## config.mk

```make
export PLATFORM = sky130hd
export DESIGN_NAME = axis_pkt_monitor
export DESIGN_NICKNAME = d
export VERILOG_FILES = /design/src/rtl/axis_pkt_monitor.sv
export SDC_FILE = /design/constraint.sdc
export NUM_CORES = 1
export LEC_CHECK = 0
export BUFFER_PORTS_ARGS = -buffer_cell sky130_fd_sc_hd__buf_4
export CELL_PAD_IN_SITES_DETAIL_PLACEMENT = 0
export CELL_PAD_IN_SITES_GLOBAL_PLACEMENT = 2
export CORE_AREA = 4 4 181 148
export DETAILED_ROUTE_END_ITERATION = 10
export DIE_AREA = 0 0 185 152
export PLACE_DENSITY = 0.83
export RECOVER_POWER = 100
export SYNTH_ARGS = -nofsm -noshare
export SYNTH_HDL_FRONTEND = slang
export SYNTH_SLANG_ARGS = --single-unit
```

## constraint.sdc

```tcl
create_clock -name clk -period 5.6 [get_ports clk]
set_input_delay 0.28 -clock clk [delete_from_list [all_inputs] [get_ports clk]]
set_output_delay 0.28 -clock clk [all_outputs]
set_load 0.02 [all_outputs]
```

## src/rtl/axis_pkt_monitor.sv

```systemverilog
// AXI-Stream packet monitor: counts packets and bytes, flags KEEP, stall and length protocol errors.
// Optional feature: define AXIS_MON_BACKPRESSURE_EN to drive stream_in_READY from a 16-bit LFSR.
module axis_pkt_monitor #(
    parameter int unsigned MAX_BEATS = 1024,
    parameter logic [15:0] LFSR_SEED = 16'hACE1
) (
    input  logic        clk,
    input  logic        resetn,
    input  logic [63:0] stream_in_DATA,
    input  logic [7:0]  stream_in_KEEP,
    input  logic        stream_in_LAST,
    input  logic        stream_in_VALID,
    output logic        stream_in_READY,
    input  logic        clear,
    output logic [31:0] pkt_count,
    output logic [31:0] byte_count,
    output logic [15:0] last_pkt_bytes,
    output logic        pkt_done,
    output logic        err_keep,
    output logic        err_stall,
    output logic        err_len
);

    localparam int unsigned BEAT_W = $clog2(MAX_BEATS + 2);
    localparam int unsigned POP_W  = 4;

    typedef enum logic [1:0] {
        IDLE    = 2'd0,
        IN_PKT  = 2'd1,
        OVERLEN = 2'd2
    } state_t;

    if (MAX_BEATS == 0 || LFSR_SEED == 16'h0000) begin : g_param_check
        $error("axis_pkt_monitor: MAX_BEATS must be >= 1 and LFSR_SEED must be nonzero");
    end

    state_t              state_q, state_d;
    logic [BEAT_W-1:0]   beat_q, beat_d;
    logic [15:0]         pbytes_q, pbytes_d;
    logic                ready_q;

    logic                accept;
    logic [POP_W-1:0]    keep_pop;
    logic                keep_contig;
    logic                keep_bad;
    logic [16:0]         pbytes_sum;
    logic                done_hit;
    logic                len_hit;

    logic                stall_q;
    logic [63:0]         hold_data_q;
    logic [7:0]          hold_keep_q;
    logic                hold_last_q;
    logic                stall_hit;

    logic [31:0]         pkt_base, byte_base;
    logic [32:0]         byte_sum;
    logic [31:0]         pkt_count_d, byte_count_d;
    logic [15:0]         last_pkt_bytes_d;
    logic                err_keep_d, err_stall_d, err_len_d;

    assign stream_in_READY = ready_q;
    assign accept          = stream_in_VALID & ready_q;

    // Ready generation: pseudo-random backpressure or always-ready.
`ifdef AXIS_MON_BACKPRESSURE_EN
    logic [15:0] lfsr_q;
    logic [15:0] lfsr_d;

    assign lfsr_d = {lfsr_q[14:0], lfsr_q[15] ^ lfsr_q[13] ^ lfsr_q[12] ^ lfsr_q[10]};

    always_ff @(posedge clk or negedge resetn) begin
        if (!resetn) begin
            lfsr_q  <= LFSR_SEED;
            ready_q <= 1'b0;
        end else begin
            lfsr_q  <= lfsr_d;
            ready_q <= lfsr_d[0];
        end
    end
`else
    always_ff @(posedge clk or negedge resetn) begin
        if (!resetn) begin
            ready_q <= 1'b0;
        end else begin
            ready_q <= 1'b1;
        end
    end
`endif

    // KEEP decode: byte popcount and contiguity from bit 0.
    always_comb begin
        keep_pop = '0;
        for (int i = 0; i < 8; i++) begin
            keep_pop = keep_pop + POP_W'(stream_in_KEEP[i]);
        end
        keep_contig = (stream_in_KEEP != 8'h00) &&
                      ((stream_in_KEEP & (stream_in_KEEP + 8'd1)) == 8'h00);
        keep_bad    = stream_in_LAST ? !keep_contig : (stream_in_KEEP != 8'hFF);
    end

    // A held beat must stay stable and valid until it is accepted.
    assign stall_hit = stall_q & (~stream_in_VALID |
                                  (stream_in_DATA != hold_data_q) |
                                  (stream_in_KEEP != hold_keep_q) |
                                  (stream_in_LAST != hold_last_q));

    always_ff @(posedge clk or negedge resetn) begin
        if (!resetn) begin
            stall_q     <= 1'b0;
            hold_data_q <= '0;
            hold_keep_q <= '0;
            hold_last_q <= 1'b0;
        end else begin
            stall_q     <= stream_in_VALID & ~ready_q;
            hold_data_q <= stream_in_DATA;
            hold_keep_q <= stream_in_KEEP;
            hold_last_q <= stream_in_LAST;
        end
    end

    always_ff @(posedge clk or negedge resetn) begin
        if (!resetn) begin
            state_q  <= IDLE;
            beat_q   <= '0;
            pbytes_q <= '0;
        end else begin
            state_q  <= state_d;
            beat_q   <= beat_d;
            pbytes_q <= pbytes_d;
        end
    end

    // Packet FSM plus next values of every counter and flag.
    always_comb begin
        state_d  = state_q;
        beat_d   = beat_q;
        pbytes_d = pbytes_q;
        done_hit = 1'b0;
        len_hit  = 1'b0;

        pbytes_sum = {1'b0, pbytes_q} + 17'(keep_pop);

        if (accept) begin
            case (state_q)
                IDLE: begin
                    beat_d   = BEAT_W'(1);
                    pbytes_d = 16'(keep_pop);
                    if (stream_in_LAST) begin
                        done_hit = 1'b1;
                    end else begin
                        state_d = IN_PKT;
                    end
                end
                IN_PKT: begin
                    beat_d   = beat_q + BEAT_W'(1);
                    pbytes_d = pbytes_sum[16] ? 16'hFFFF : pbytes_sum[15:0];
                    if (stream_in_LAST) begin
                        done_hit = 1'b1;
                        state_d  = IDLE;
                    end else if (beat_q >= BEAT_W'(MAX_BEATS)) begin
                        len_hit = 1'b1;
                        state_d = OVERLEN;
                    end
                end
                OVERLEN: begin
                    pbytes_d = pbytes_sum[16] ? 16'hFFFF : pbytes_sum[15:0];
                    if (stream_in_LAST) begin
                        done_hit = 1'b1;
                        state_d  = IDLE;
                    end
                end
                default: begin
                    state_d = IDLE;
                end
            endcase
        end

        pkt_base  = clear ? 32'd0 : pkt_count;
        byte_base = clear ? 32'd0 : byte_count;
        byte_sum  = {1'b0, byte_base} + 33'(keep_pop);

        pkt_count_d  = (done_hit && (pkt_base != 32'hFFFF_FFFF)) ? pkt_base + 32'd1 : pkt_base;
        byte_count_d = accept ? (byte_sum[32] ? 32'hFFFF_FFFF : byte_sum[31:0]) : byte_base;
        last_pkt_bytes_d = done_hit ? pbytes_d : last_pkt_bytes;

        err_keep_d  = (~clear & err_keep)  | (accept & keep_bad);
        err_stall_d = (~clear & err_stall) | stall_hit;
        err_len_d   = (~clear & err_len)   | len_hit;
    end

    always_ff @(posedge clk or negedge resetn) begin
        if (!resetn) begin
            pkt_count      <= '0;
            byte_count     <= '0;
            last_pkt_bytes <= '0;
            pkt_done       <= 1'b0;
            err_keep       <= 1'b0;
            err_stall      <= 1'b0;
            err_len        <= 1'b0;
        end else begin
            pkt_count      <= pkt_count_d;
            byte_count     <= byte_count_d;
            last_pkt_bytes <= last_pkt_bytes_d;
            pkt_done       <= done_hit;
            err_keep       <= err_keep_d;
            err_stall      <= err_stall_d;
            err_len        <= err_len_d;
        end
    end

endmodule

```

==> metrics.yaml <==
ys_seq_area_frac: 0.502
required_ns: 5.95
drc: 0
layout-drive-gt1-share: 0.0678
start_util: 0.375
outcome: "finished, violations left"
grt_util_all_layers: 0.178
drtIter0Drc: 374
power_w: 0.00350
layout.nets: 1256
dieArea_sq_mm: 0.0281
pwr-share-seq: 0.433
clockBufferDepth: 2
areaGrowthSynthToFinish_pct: 24.6
syn_avg_cell_area_sq_um: 10.2
powerDensity_mw_per_mm2: 300
grtUsageMet3: 0.0342
die-height_um: 152
relSlewSlack: -0.598
final_antenna_net_count: 0
crit_path_end_kind: "flip-flop"
rsz0062_at_grt: "false"
synth_top_area_frac: 0.502
dp_slack_ns: 0.676
num_antenna_cells: 0
switchingPower_w: 0.00110
rows: 52
finalCritPeriodShare: 0.914
ys.flop_type: "dfrtp_1"
setup_viol: 0
fin_hold_ws_ns: 0.128
yosysTopAreaCell: "dfrtp_1"
synth.distinct_cells: 77
overflow: 0
syn-cell-area_sq_mm: 0.00938
path_max_fanout: 10
fill_cells: 2506
grt_pass1_wl_mm: 40.4
numPortBuffers: 161
finClkSkew_ns: 0.0137
placed_area_sq_mm: 0.0109
intPower_w: 0.00240
cts_made_buffers: 17
slew_viol_final: 131
critPathKind: "primary input to flip-flop"
busiest_layer: "met2"
multi_input_area_sq_mm: 0.00433
coreArea_sq_mm: 0.0250
register_area_sq_mm: 0.00470
clockPowerShare: 0.361
finalWirelength_mm: 24.4
grt_max_degree: 93
worstPathArrival_ns: 5.47
layout_commonest_cell: "dfrtp_1"
cp-start-kind: "primary input"
use_met2: 0.266
period_minus_slack_ns: 5.12
hold_violations: 0
io_pins: 162
syn_inst: 918
cts.sinks: 188
worst_pin_slew_ns: 2.40
die_w_um: 185
hpwlAfterDp_mm: 16.9
fmax_ghz: 0.195
met1_usage: 0.263
dr_total_vias: 7276
firstDrtPassIters: 4
min_path_type: "primary input to flip-flop"
clk_latency_ns: 0.44
h-tree-depth: 4
fin_ws_ns: 0.481
syn_nets: 1021
vias_per_cell: 4.88
synth-seq-cells: 188
combPwrFrac: 0.206
ir_drop_mv: 0.265
grt_antenna_before_repair: 0
place.gp.congestion: 0.789
synthArstFlopShare: 1.00
final_cell_mix: "dfrtp_1 (188), clkbuf_1 (148), dlygate4sd3_1 (73)"
p_leak_nw: 4.98
ys_top_cells_by_area: "dfrtp_1 (50%), xnor2_1 (6.4%), xor2_1 (4.8%), nand2_1 (2.8%), nor2_1 (2.8%)"
violations: "max-capacitance violations, max-slew violations"
grt_pass1_vias: 7515
synth_edf_count: 0
clockRootBuffer: "clkbuf_16"
yosysWarnings: 0
fin_tns_setup_ns: 0
clkTransAtPathRegs_ns: 0.07
cts_tree: "done"
design_area_sq_mm: 0.0117
cap_violations: 3
wl_per_cell_um: 16.4
switching_share: 0.314
## flip-flops by register name, summed over array words and instances (netlist names), 2 cells and up
name / cells
state_q: 2
pkt_count: 32
byte_count: 32
hold_data_q: 64
beat_q: 11
last_pkt_bytes: 16
hold_keep_q: 8
pbytes_q: 16
## logic make-up after synthesis
group	after synthesis	share of synthesized area
and+or+nand+nor	339	0.202
DFF	188	0.502
AOI/OAI and AO/OA	154	0.100
xor gates and xnor gates	120	0.112
buffers and inverters	82	0.0350
adders and majority gates	26	0.0395
muxes	8	0.00907
other	1	0.000400
## routing by layer
metal,share of wire,wire length [um],up-vias
li1,-,-,3640
met4,0.016,383,0
met3,0.033,800,25
met5,0,0,-
met2,0.46,11200,119
met1,0.49,12000,3492
## power by group through the flow
stage                     registers [W]  clock network, W  logic [W]
after floorplan                 0.00156                 0   0.000436
after global placement          0.00154                 0   0.000732
after detailed placement        0.00154                 0   0.000728
after CTS                       0.00152           0.00130   0.000774
after global routing            0.00153           0.00136   0.000825
final                           0.00152           0.00126   0.000723
## stage by stage
step           std cells   util
6_report            1490  0.468
5_1_grt             1490  0.468
4_1_cts             1490  0.491
3_5_place_dp        1385  0.438
3_3_place_gp        1385  0.438
2_1_floorplan        918      -
## cells in the mapped netlist (all sizes together), types with 5 or more instances
cell type	number
a211oi	5
a21oi	44
a22o	7
a31oi	5
and3	18
buf	9
clkbuf	15
dfrtp	188
fa	6
ha	20
inv	57
nand2	69
nand2b	17
nand3	43
nand4	30
nor2	69
nor2b	22
nor3	17
nor4	20
o21ai	57
o22ai	8
o31ai	5
or3	7
xnor2	69
xor2	51
## area by class of cell
type	count	area share
Clock buffer	17	0.0364
Clock inverter	15	0.0153
Inverter	58	0.0186
Multi-Input combinational cell	648	0.371
Sequential cell	188	0.403
Tap cell	324	0.0347
Timing Repair Buffer	240	0.122
## critical path: stages
cell	delay, ns
dlygate4sd3_1	0.53
clkbuf_1	0.21
inv_1	0.12
fa_1	0.50
fa_1	0.43
fa_1	0.49
inv_1	0.04
ha_1	0.18
inv_1	0.07
fa_1	0.52
fa_1	0.49
nor2b_1	0.25
o21ai_1	0.26
nor3_1	0.36
clkbuf_1	0.38
o21ai_0	0.16
a21oi_1	0.21
## what timing repair did
action                    in CTS  in global routing
gates resized for setup        0                  0
buffers inserted               0                  0
hold endpoints to repair     162                  0
hold buffers                  73                  0
## worst paths after layout
check                                     end               start  cells past startpoint  slack [ns]
max reg2reg                      pkt_count[1]          state_q[0]                      6        2.26
min in group asynchronous      byte_count[29]              resetn                      2        1.05
max                               pbytes_q[5]   stream_in_KEEP[3]                     17        0.48
min                               hold_last_q      stream_in_LAST                      1        0.13
max in group asynchronous       pkt_count[13]              resetn                      3        1.60
min reg2reg                last_pkt_bytes[12]  last_pkt_bytes[12]                      2        0.48
(Power assumes the default switching activity.)
